--- src/rtl/dds_par_pkg.sv ---
// Shared types and default timing for the DDS parallel register port engine.
package dds_par_pkg;

    localparam int DDS_BUS_W    = 8;
    localparam int DDS_HALF_CYC = 2;
    localparam int DDS_GAP_CYC  = 4;
    localparam int DDS_IOUP_CYC = 1;
    localparam int DDS_TMR_W    = 16;

    typedef enum logic [2:0] {
        ST_IDLE,
        ST_SETUP,
        ST_LOW,
        ST_HIGH,
        ST_GAP,
        ST_IOUP,
        ST_DONE
    } dds_state_t;

endpackage

--- src/rtl/dds_phase_timer.sv ---
// Loadable down-counter; o_last marks the final clk cycle of the loaded phase.
module dds_phase_timer
    import dds_par_pkg::*;
#(
    parameter int W = DDS_TMR_W
) (
    input  logic         clk,
    input  logic         rstn,
    input  logic         i_load,
    input  logic [W-1:0] i_len,
    output logic         o_last
);

    logic [W-1:0] r_cnt;

    always_ff @(posedge clk or negedge rstn) begin
        if (!rstn) begin
            r_cnt <= '0;
        end else if (i_load) begin
            r_cnt <= i_len - W'(1);
        end else if (r_cnt != '0) begin
            r_cnt <= r_cnt - W'(1);
        end
    end

    assign o_last = (r_cnt == '0);

endmodule

--- src/rtl/dds_par_port_ctrl.sv ---
// Command-driven engine for the DDS parallel register port: write/read
// transactions with CSB grouping, programmable PCLK/gap timing and IO_update.
module dds_par_port_ctrl
    import dds_par_pkg::*;
#(
    parameter int  MAX_BYTES  = 4,
    parameter int  WORD_BYTES = 2,
    parameter int  HALF_CYC   = DDS_HALF_CYC,
    parameter int  GAP_CYC    = DDS_GAP_CYC,
    parameter int  IOUP_CYC   = DDS_IOUP_CYC,
    localparam int NB_W       = $clog2(MAX_BYTES + 1),
    localparam int DW         = DDS_BUS_W * MAX_BYTES
) (
    input  logic                 clk,
    input  logic                 rstn,
    input  logic                 cmd_valid,
    output logic                 cmd_ready,
    input  logic                 cmd_rw,
    input  logic [NB_W-1:0]      cmd_nbytes,
    input  logic                 cmd_ioup,
    input  logic [DW-1:0]        cmd_data,
    output logic                 rsp_valid,
    output logic                 rsp_err,
    output logic [DW-1:0]        rsp_data,
    output logic                 dds_csn,
    output logic                 dds_rwn,
    output logic                 dds_pclk,
    output logic                 dds_ioup,
    output logic [DDS_BUS_W-1:0] dds_d_o,
    output logic                 dds_d_oe,
    input  logic [DDS_BUS_W-1:0] dds_d_i
);

    localparam int GRP_W = $clog2(WORD_BYTES + 1);

    dds_state_t r_state;
    dds_state_t w_state_nxt;

    logic                 r_ready;
    logic                 r_rsp_valid;
    logic                 r_rsp_err;
    logic [DW-1:0]        r_rsp_data;
    logic                 r_csn;
    logic                 r_rwn;
    logic                 r_pclk;
    logic                 r_ioup_pin;
    logic [DDS_BUS_W-1:0] r_d_o;
    logic                 r_d_oe;

    logic                 r_rw;
    logic                 r_ioup;
    logic                 r_err;
    logic [NB_W-1:0]      r_rem;
    logic [GRP_W-1:0]     r_grp;
    logic [DW-1:0]        r_shift;
    logic [DW-1:0]        r_cap;

    logic                 w_accept;
    logic                 w_fits;
    logic                 w_legal;
    logic                 w_last;
    logic                 w_tmr_load;
    logic [DDS_TMR_W-1:0] w_tmr_len;
    logic [NB_W-1:0]      w_pad;
    logic [DW-1:0]        w_shift_init;
    logic [DW-1:0]        w_shift_nxt;
    logic [DW-1:0]        w_cap_nxt;
    logic                 w_more;

    assign w_accept = cmd_valid && r_ready;
    assign w_fits   = (cmd_nbytes <= NB_W'(MAX_BYTES));
    assign w_legal  = w_fits && ((cmd_nbytes != '0) || (cmd_ioup && !cmd_rw));

    // Left-align the active bytes so the current byte is always the top byte.
    assign w_pad        = w_fits ? (NB_W'(MAX_BYTES) - cmd_nbytes) : '0;
    assign w_shift_init = cmd_data << {w_pad, 3'b000};
    assign w_shift_nxt  = r_shift << DDS_BUS_W;
    assign w_cap_nxt    = (r_cap << DDS_BUS_W) | DW'(dds_d_i);
    assign w_more       = (r_rem > NB_W'(1));

    always_comb begin
        w_state_nxt = r_state;
        case (r_state)
            ST_IDLE: begin
                if (w_accept) begin
                    if (!w_legal) begin
                        w_state_nxt = ST_DONE;
                    end else if (cmd_nbytes == '0) begin
                        w_state_nxt = ST_IOUP;
                    end else begin
                        w_state_nxt = ST_SETUP;
                    end
                end
            end
            ST_SETUP: w_state_nxt = ST_LOW;
            ST_LOW: begin
                if (w_last) w_state_nxt = ST_HIGH;
            end
            ST_HIGH: begin
                if (w_last) begin
                    if (w_more) begin
                        w_state_nxt = (r_grp == GRP_W'(WORD_BYTES - 1)) ? ST_GAP : ST_LOW;
                    end else begin
                        w_state_nxt = r_ioup ? ST_IOUP : ST_DONE;
                    end
                end
            end
            ST_GAP: begin
                if (w_last) w_state_nxt = ST_LOW;
            end
            ST_IOUP: begin
                if (w_last) w_state_nxt = ST_DONE;
            end
            ST_DONE: w_state_nxt = ST_IDLE;
            default: w_state_nxt = ST_IDLE;
        endcase
    end

    // The timer is reloaded on every state change with the length of the phase being entered.
    always_comb begin
        w_tmr_load = (w_state_nxt != r_state);
        case (w_state_nxt)
            ST_LOW, ST_HIGH: w_tmr_len = DDS_TMR_W'(HALF_CYC);
            ST_GAP:          w_tmr_len = DDS_TMR_W'(GAP_CYC);
            ST_IOUP:         w_tmr_len = DDS_TMR_W'(IOUP_CYC);
            default:         w_tmr_len = DDS_TMR_W'(1);
        endcase
    end

    dds_phase_timer #(
        .W (DDS_TMR_W)
    ) u_timer (
        .clk    (clk),
        .rstn   (rstn),
        .i_load (w_tmr_load),
        .i_len  (w_tmr_len),
        .o_last (w_last)
    );

    always_ff @(posedge clk or negedge rstn) begin
        if (!rstn) begin
            r_state     <= ST_IDLE;
            r_ready     <= 1'b1;
            r_rsp_valid <= 1'b0;
            r_rsp_err   <= 1'b0;
            r_rsp_data  <= '0;
            r_csn       <= 1'b1;
            r_rwn       <= 1'b1;
            r_pclk      <= 1'b0;
            r_ioup_pin  <= 1'b0;
            r_d_o       <= '0;
            r_d_oe      <= 1'b1;
            r_rw        <= 1'b0;
            r_ioup      <= 1'b0;
            r_err       <= 1'b0;
            r_rem       <= '0;
            r_grp       <= '0;
            r_shift     <= '0;
            r_cap       <= '0;
        end else begin
            r_state     <= w_state_nxt;
            r_ready     <= (w_state_nxt == ST_IDLE);
            r_csn       <= !((w_state_nxt == ST_LOW) || (w_state_nxt == ST_HIGH));
            r_pclk      <= (w_state_nxt == ST_HIGH);
            r_ioup_pin  <= (w_state_nxt == ST_IOUP);
            r_rsp_valid <= (w_state_nxt == ST_DONE);
            r_rsp_err   <= (w_state_nxt == ST_DONE) && (w_accept ? !w_legal : r_err);

            if (w_state_nxt == ST_IDLE) begin
                r_rwn  <= 1'b1;
                r_d_oe <= 1'b1;
                r_d_o  <= '0;
            end

            if (w_accept) begin
                r_rw    <= cmd_rw;
                r_ioup  <= cmd_ioup && !cmd_rw;
                r_err   <= !w_legal;
                r_rem   <= cmd_nbytes;
                r_grp   <= '0;
                r_shift <= w_shift_init;
                r_cap   <= '0;
                if (w_legal && (cmd_nbytes != '0)) begin
                    r_rwn  <= cmd_rw;
                    r_d_oe <= !cmd_rw;
                    r_d_o  <= cmd_rw ? '0 : w_shift_init[DW-1 -: DDS_BUS_W];
                end
            end

            if ((r_state == ST_HIGH) && w_last) begin
                if (r_rw) begin
                    r_cap <= w_cap_nxt;
                    if (!w_more) r_rsp_data <= w_cap_nxt;
                end
                if (w_more) begin
                    r_rem   <= r_rem - NB_W'(1);
                    r_shift <= w_shift_nxt;
                    r_grp   <= (r_grp == GRP_W'(WORD_BYTES - 1)) ? '0 : r_grp + GRP_W'(1);
                    if (!r_rw) r_d_o <= w_shift_nxt[DW-1 -: DDS_BUS_W];
                end
            end
        end
    end

    assign cmd_ready = r_ready;
    assign rsp_valid = r_rsp_valid;
    assign rsp_err   = r_rsp_err;
    assign rsp_data  = r_rsp_data;
    assign dds_csn   = r_csn;
    assign dds_rwn   = r_rwn;
    assign dds_pclk  = r_pclk;
    assign dds_ioup  = r_ioup_pin;
    assign dds_d_o   = r_d_o;
    assign dds_d_oe  = r_d_oe;

endmodule

--- config.mk ---
export PLATFORM = sky130hd
export DESIGN_NAME = dds_par_port_ctrl
export DESIGN_NICKNAME = d
export VERILOG_FILES = /design/src/rtl/dds_par_pkg.sv /design/src/rtl/dds_phase_timer.sv /design/src/rtl/dds_par_port_ctrl.sv
export SDC_FILE = /design/constraint.sdc
export NUM_CORES = 1
export LEC_CHECK = 0
export CORE_UTILIZATION = 54
export CTS_CLUSTER_DIAMETER = 40
export DETAILED_ROUTE_END_ITERATION = 7
export PLACE_DENSITY_LB_ADDON = 0.3
export SYNTH_ARGS = -nofsm -noshare
export SYNTH_HDL_FRONTEND = slang
export SYNTH_SLANG_ARGS = --single-unit
--- constraint.sdc ---
create_clock -name clk -period 3.35 [get_ports clk]
set_clock_uncertainty 0.05 [all_clocks]
set_input_delay 0.5025 -clock clk [delete_from_list [all_inputs] [get_ports clk]]
set_output_delay 0.5025 -clock clk [all_outputs]
set_load 0.01 [all_outputs]
# After elaboration in Yosys (flattened, before gate mapping)
# Cells that the tools add are included.
# totals
latch_bits	0
romBits	0
out_inout_bits	48
mem_bits_rw	0
mem_count	0
reg_bits	139
# op_classes
div	0
shifts	1
reduce_logical	20
n_lt_le_gt_ge	2
n_mul	0
addsub	5
mux	42
bitwise	2
eq_ne	12
# op_table
op	n
$mux 32	6
$mux 8	7
$mux 3	13
$mux 16	2
$or 32x8->32	1
$shl 32x6->32	1
$pmux 3 s6	1
$logic_not 16->1	1
$reduce_bool 16->1	1
$sub 16x1->16 const B	1
$eq 3x3->1 const B	5
$eq 3x2->1 const B	4
$mux 2	5
$logic_not 3->1	3
$mux 1	7
$logic_and 1x1->1	6
$pmux 3 s2	1
$sub 3x1->4 const B	1
$eq 3x1->1 const B	1
$gt 3x1->1 const B	1
$le 3x3->1 const B	1
$logic_not 1->1	3
$ne 3x3->1	1
$reduce_and 3->1	1
other kinds (9)	10

# Longest topological paths before layout
# logic_depth
ltp_word	14
ltp_mapped	13
mapped_depth_nobuf	11

# Modules after synthesis
# Synthesis repeated with hierarchy kept, for this count alone.
# unflattened
hier_cells	642
hier_area_um2	6423.7
# by_module_without_submodules
mod	seq_area_each_um2	instances	area_per_inst_um2	cells_per_inst
dds_par_port_ctrl	2682.6	1	5208.7	509
dds_phase_timer	400.4	1	1214.9	133

# Worst setup path after synthesis
# Ideal clock, no wire load.
# synth_timing
kind	in2reg
start	input port cmd_nbytes[0]
end	register r_shift[22]
n_path_buf	3
arrival_time_ns	2.781
setup_time_ns	0.127
path_slack_ns	0.392
required_ns	3.173
cell_stages	13
cell_sequence	clkbuf_1 -> inv_1 -> ha_1 -> ha_1 -> nand2b_1 -> nor2_1 -> nor2b_1 -> clkbuf_1 -> clkbuf_1 -> mux2i_1 -> o2bb2ai_1 -> a221oi_1 -> nor2_1
# synth_between
elab_chain_len	6
elab_cells_between_ends	7
classes_between	add/sub: 1; order compare: 1; shift: 1; mux: 4
# synth_lines
element	line_no	rtl
start, declared	dds_par_port_ctrl.sv:19	input logic [NB_W-1:0] cmd_nbytes,
$sub 3x3->3 / $le 3x3->1 (equally long branches)	dds_par_port_ctrl.sv:75, dds_par_port_ctrl.sv:71	
$mux 3 *	dds_par_port_ctrl.sv:75	assign w_pad = w_fits ? (NB_W'(MAX_BYTES) - cmd_nbytes) : '0;
$shl 32x6->32 *	dds_par_port_ctrl.sv:76	assign w_shift_init = cmd_data << {w_pad, 3'b000};
$mux 32 *	dds_par_port_ctrl.sv:175	if (w_accept) begin
$mux 32	dds_par_port_ctrl.sv:195	if (w_more) begin
$mux 32 *	dds_par_port_ctrl.sv:190	if ((r_state == ST_HIGH) && w_last) begin
end signal, assigned	dds_par_port_ctrl.sv:181	r_shift <= w_shift_init;
end signal, assigned	dds_par_port_ctrl.sv:197	r_shift <= w_shift_nxt;
end, declared	dds_par_port_ctrl.sv:55	logic [DW-1:0] r_shift;
# Every way passes the cells marked *; elsewhere a longest branch is shown, timed or not.
# A chain may end at the register's enable or synchronous reset.

# Worst setup path after layout
# layout_timing
start	register u_timer.r_cnt[13]
end	register r_rsp_data[0], in the netlist rsp_data[0]
# layout_between
elab_chain_len	3
# layout_lines
element	line_no	rtl
start, declared	dds_phase_timer.sv:14	logic [W-1:0] r_cnt;
start signal, assigned	dds_phase_timer.sv:20	r_cnt <= i_len - W'(1);
start signal, assigned	dds_phase_timer.sv:22	r_cnt <= r_cnt - W'(1);
$logic_not 16->1	dds_phase_timer.sv:26	assign o_last = (r_cnt == '0);
$logic_and 1x1->1	dds_par_port_ctrl.sv:190	
$reduce_and 3->1 (no line)	--	
end signal, assigned	dds_par_port_ctrl.sv:193	if (!w_more) r_rsp_data <= w_cap_nxt;
end, declared	dds_par_port_ctrl.sv:42	logic [DW-1:0] r_rsp_data;
# Every way passes these cells.

==> results.yml <==
clock_network:
  clock_tree.root_cell: "sky130_fd_sc_hd__clkbuf_8"
  clk_pin_slew_ns: 0.06
  max-clock-path-buffers: 2
  cts_tree: "yes"
  numCtsBuffers: 17
  numClockSinks: 123
  cts_max_level: 4
  ctsResizeCount: 0
  clk_latency_ns: 0.53
synthesis:
  ys_types: 62
  seq_area_frac_synth_pct: 50.8
  syn-mean-instance-area_um2: 10.4
  total_standard_cell_area_after_synthesis_um2: 6070
  post_syn_instances: 583
  ys_async_rst_share_pct: 100
  syn-num-nets: 638
  synth_enable_flop_cells: 0
  synth_flop_cell: "sky130_fd_sc_hd__dfrtp_1"
  yosys_warnings: 0
  synthesized_flop_and_latch_total: 123
pwr:
  power.ir.vdd_worst_mv: 0.447
  report.power.total_w: 0.00524
  power.static_leakage_nw: 3.72
  cellPowerDensity_nw_per_um2: 673
worst_hold_path:
  timing.hold.worst.class: "reg -> reg"
timing:
  fin_setup_tns_ns: 0
  period_utilisation_layout_pct: 91.8
  slew-limit-headroom_pct: 53.0
  hold-worst-slack_ns: 0.440
  rsz0062_at_grt: "false"
  setup-violations-final: 0
  timing.final.max_slew_violations: 0
  fmaxAchievable_mhz: 325
  worst_slew_pin_slew_ns: 0.705
  hold_viol: 0
  period_minus_slack_ns: 3.07
die:
  die_height_um: 108
  initial_utilization_pct: 55.7
  dieWidth_um: 108
  fp-row-count: 38
  floorplan_core_area_um2: 10900
  io-pin-count: 96
  dieArea_um2: 11700
worst_setup_path:
  endpoint_required_time_on_the_critical_path_ns: 3.70
  cp_slowest_cell: "sky130_fd_sc_hd__or4_4"
  worstPathBufferInverterCount: 0
  signal_arrival_time_at_the_worst_endpoint_ns: 3.43
  critPathMostFrequentCell: "sky130_fd_sc_hd__or4_4"
  cell_family_with_the_largest_share_of_critical_path_delay: "simple AND/OR/NAND/NOR gates"
  crit_path_start_kind: "register"
  critical_path.max_fanout: 32
  cp_cell_sequence: "or4_4 -> or4_4 -> nor2_4 -> and4_1 -> nand2_4 -> mux2_1"
  critPathCaptureType: "register"
  critical_path_class: "reg -> reg"
  cp_slowest_stage_delay_ns: 0.58
job:
  max_cap_violations: 0
global_routing:
  grt_pass1_vias: 4879
  grt_pass1_wl_um: 24200
  grt_max_degree: 72
  grt_usage_pct: 27.1
  initial_antenna_violation_count: 0
  global_route_total_overflow: 0
drt:
  drtIter0Drc: 303
  detail_route.wirelength_um: 14400
  via_count: 4744
  postRouteAntennaNets: 0
  drtPass1Iterations: 5
  detail_routed_net_length_per_standard_cell_um: 17.2
  detail_route.drc_violations: 0
  avgViaCountPerCell: 5.67
final_layout:
  antenna_cells_inserted: 0
  finalNetCount: 739
  final_cell_mix: "sky130_fd_sc_hd__dfrtp_1 (119), sky130_fd_sc_hd__clkdlybuf4s50_1 (94), sky130_fd_sc_hd__nand2_1 (79), sky130_fd_sc_hd__nor2_1 (66), sky130_fd_sc_hd__mux2i_1 (33)"
  post_synthesis_to_final_layout_area_growth_pct: 28.2
  drive_above_1_share_pct: 15.4
  layout.cell_area.non_filler_um2: 7780
  final_common_cell: "sky130_fd_sc_hd__dfrtp_1"
  n_fill_cell: 788
  postLayoutCoreUtil_pct: 71.5
placement:
  numPortBuffers: 95
  postPlaceCellArea_um2: 7220
  routabilityCongestion: 0.880
  hpwl_um: 9870
run_status:
  outcome: "finished clean"
cell families after synthesis:
family                     Yosys count  synth area share [%]
and+or+nand+nor                    223                  17.0
DFF                                123                  50.8
AOI/OAI and AO/OA                  105                  11.9
muxes                               67                  13.6
buffers and inverters               46                  3.44
xor gates and xnor gates            12                  1.73
adders and majority gates            7                  1.44
Yosys cell counts (2+ instances only):
| cell | instances | area, um^2 |
|---|---|---|
| sky130_fd_sc_hd__a21o_1 | 2 | 15.0 |
| sky130_fd_sc_hd__a21oi_1 | 27 | 135 |
| sky130_fd_sc_hd__a221oi_1 | 8 | 70.1 |
| sky130_fd_sc_hd__a22oi_1 | 8 | 60.1 |
| sky130_fd_sc_hd__and2_1 | 5 | 31.3 |
| sky130_fd_sc_hd__buf_1 | 4 | 15.0 |
| sky130_fd_sc_hd__buf_2 | 5 | 25.0 |
| sky130_fd_sc_hd__buf_4 | 2 | 15.0 |
| sky130_fd_sc_hd__buf_6 | 3 | 33.8 |
| sky130_fd_sc_hd__clkbuf_1 | 20 | 75.1 |
| sky130_fd_sc_hd__dfrtp_1 | 119 | 2980 |
| sky130_fd_sc_hd__dfstp_2 | 4 | 105 |
| sky130_fd_sc_hd__ha_1 | 7 | 87.6 |
| sky130_fd_sc_hd__inv_1 | 11 | 41.3 |
| sky130_fd_sc_hd__mux2_1 | 2 | 22.5 |
| sky130_fd_sc_hd__mux2_2 | 2 | 22.5 |
| sky130_fd_sc_hd__mux2_4 | 30 | 450 |
| sky130_fd_sc_hd__mux2i_1 | 33 | 330 |
| sky130_fd_sc_hd__nand2_1 | 80 | 300 |
| sky130_fd_sc_hd__nand2b_1 | 4 | 25.0 |
| sky130_fd_sc_hd__nand3_1 | 30 | 150 |
| sky130_fd_sc_hd__nand4_1 | 2 | 12.5 |
| sky130_fd_sc_hd__nor2_1 | 66 | 248 |
| sky130_fd_sc_hd__nor2b_1 | 5 | 31.3 |
| sky130_fd_sc_hd__nor3_1 | 8 | 40.0 |
| sky130_fd_sc_hd__nor4_1 | 3 | 18.8 |
| sky130_fd_sc_hd__o21ai_0 | 15 | 75.1 |
| sky130_fd_sc_hd__o21ai_1 | 13 | 65.1 |
| sky130_fd_sc_hd__o2bb2ai_1 | 8 | 70.1 |
| sky130_fd_sc_hd__o31a_1 | 8 | 70.1 |
| sky130_fd_sc_hd__or2_2 | 2 | 12.5 |
| sky130_fd_sc_hd__or3_1 | 6 | 37.5 |
| sky130_fd_sc_hd__or4_4 | 2 | 22.5 |
| sky130_fd_sc_hd__xnor2_1 | 9 | 78.8 |
| sky130_fd_sc_hd__xor2_1 | 3 | 26.3 |
flip-flops by register name, summed over array words and instances, names as in the netlist:
| signal | count |
|---|---|
| rsp_data | 32 |
| r_cap | 24 |
| r_shift | 24 |
| u_timer.r_cnt | 16 |
| dds_d_o | 8 |
| r_rem | 3 |
| r_state | 3 |
| r_grp | 2 |
| cmd_ready | 1 |
| dds_csn | 1 |
| dds_d_oe | 1 |
| dds_ioup | 1 |
| dds_pclk | 1 |
| dds_rwn | 1 |
| r_err | 1 |
| r_ioup | 1 |
| r_rw | 1 |
| rsp_err | 1 |
| rsp_valid | 1 |
layout make-up:
type	count	area (um^2)	area share [%]
timing repair buffer	116	1150	14.7
inverter	12	45.0	0.579
multi-input combinational	414	2790	35.8
clock inverter	11	96.3	1.24
tap	140	175	2.25
sequential	123	3080	39.6
clock buffer	21	449	5.77
power by group:
group	internal, W	switching [W]	total (W)	leakage [nW]
Sequential	0.00183	0.000292	0.00212	1.63
Combinational	0.000682	0.000759	0.00144	1.82
Clock	0.00102	0.000654	0.00167	0.267
worst reg2reg max path, cell delays in order (launching register included):
cell and delay (ns):
sky130_fd_sc_hd__dfrtp_1 0.39, sky130_fd_sc_hd__or4_4 0.58, sky130_fd_sc_hd__or4_4 0.58, sky130_fd_sc_hd__nor2_4 0.23
sky130_fd_sc_hd__and4_1 0.29, sky130_fd_sc_hd__nand2_4 0.35, sky130_fd_sc_hd__mux2_1 0.48
stage by stage:
| step | cells | setup slack, ns |
|---|---|---|
| after floorplan | 583 | 0.392 |
| after detailed placement | 804 | 0.210 |
| after global routing | 837 | 0.146 |
| after CTS | 837 | 0.282 |
| final | 837 | 0.275 |
| after global placement | 804 | 0.276 |
what timing repair did:
| item | CTS | global route |
|---|---|---|
| setup buffers | 0 | 0 |
| endpoints found under the setup margin | 0 | 0 |
| hold buffers | 1 | 0 |
| endpoints found under the hold margin | 37 | 0 |
metal layers:
metal  up-vias  share of wire, %  global-route usage [%]
met2       135                49                    44.1
met4         0               1.4                    10.2
met5         -                 0                       0
met3        15               4.7                    6.75
li1       2243                 -                       -
met1      2351                44                    34.9
path summary, 6_finish.rpt:
check                                        from     endpoint  slack, ns  cells past startpoint
worst min register to register          r_cap[18]    r_cap[18]       0.44                      2
worst min-delay path                    r_cap[18]    r_cap[18]       0.44                      2
min in group asynchronous                    rstn    rsp_valid       0.52                      2
worst max-delay path            u_timer.r_cnt[13]  rsp_data[0]       0.28                      6
worst max register to register  u_timer.r_cnt[13]  rsp_data[0]       0.28                      6
max in group asynchronous                    rstn      dds_csn       1.92                      3
Note: power is estimated with default switching activity, not from simulation.
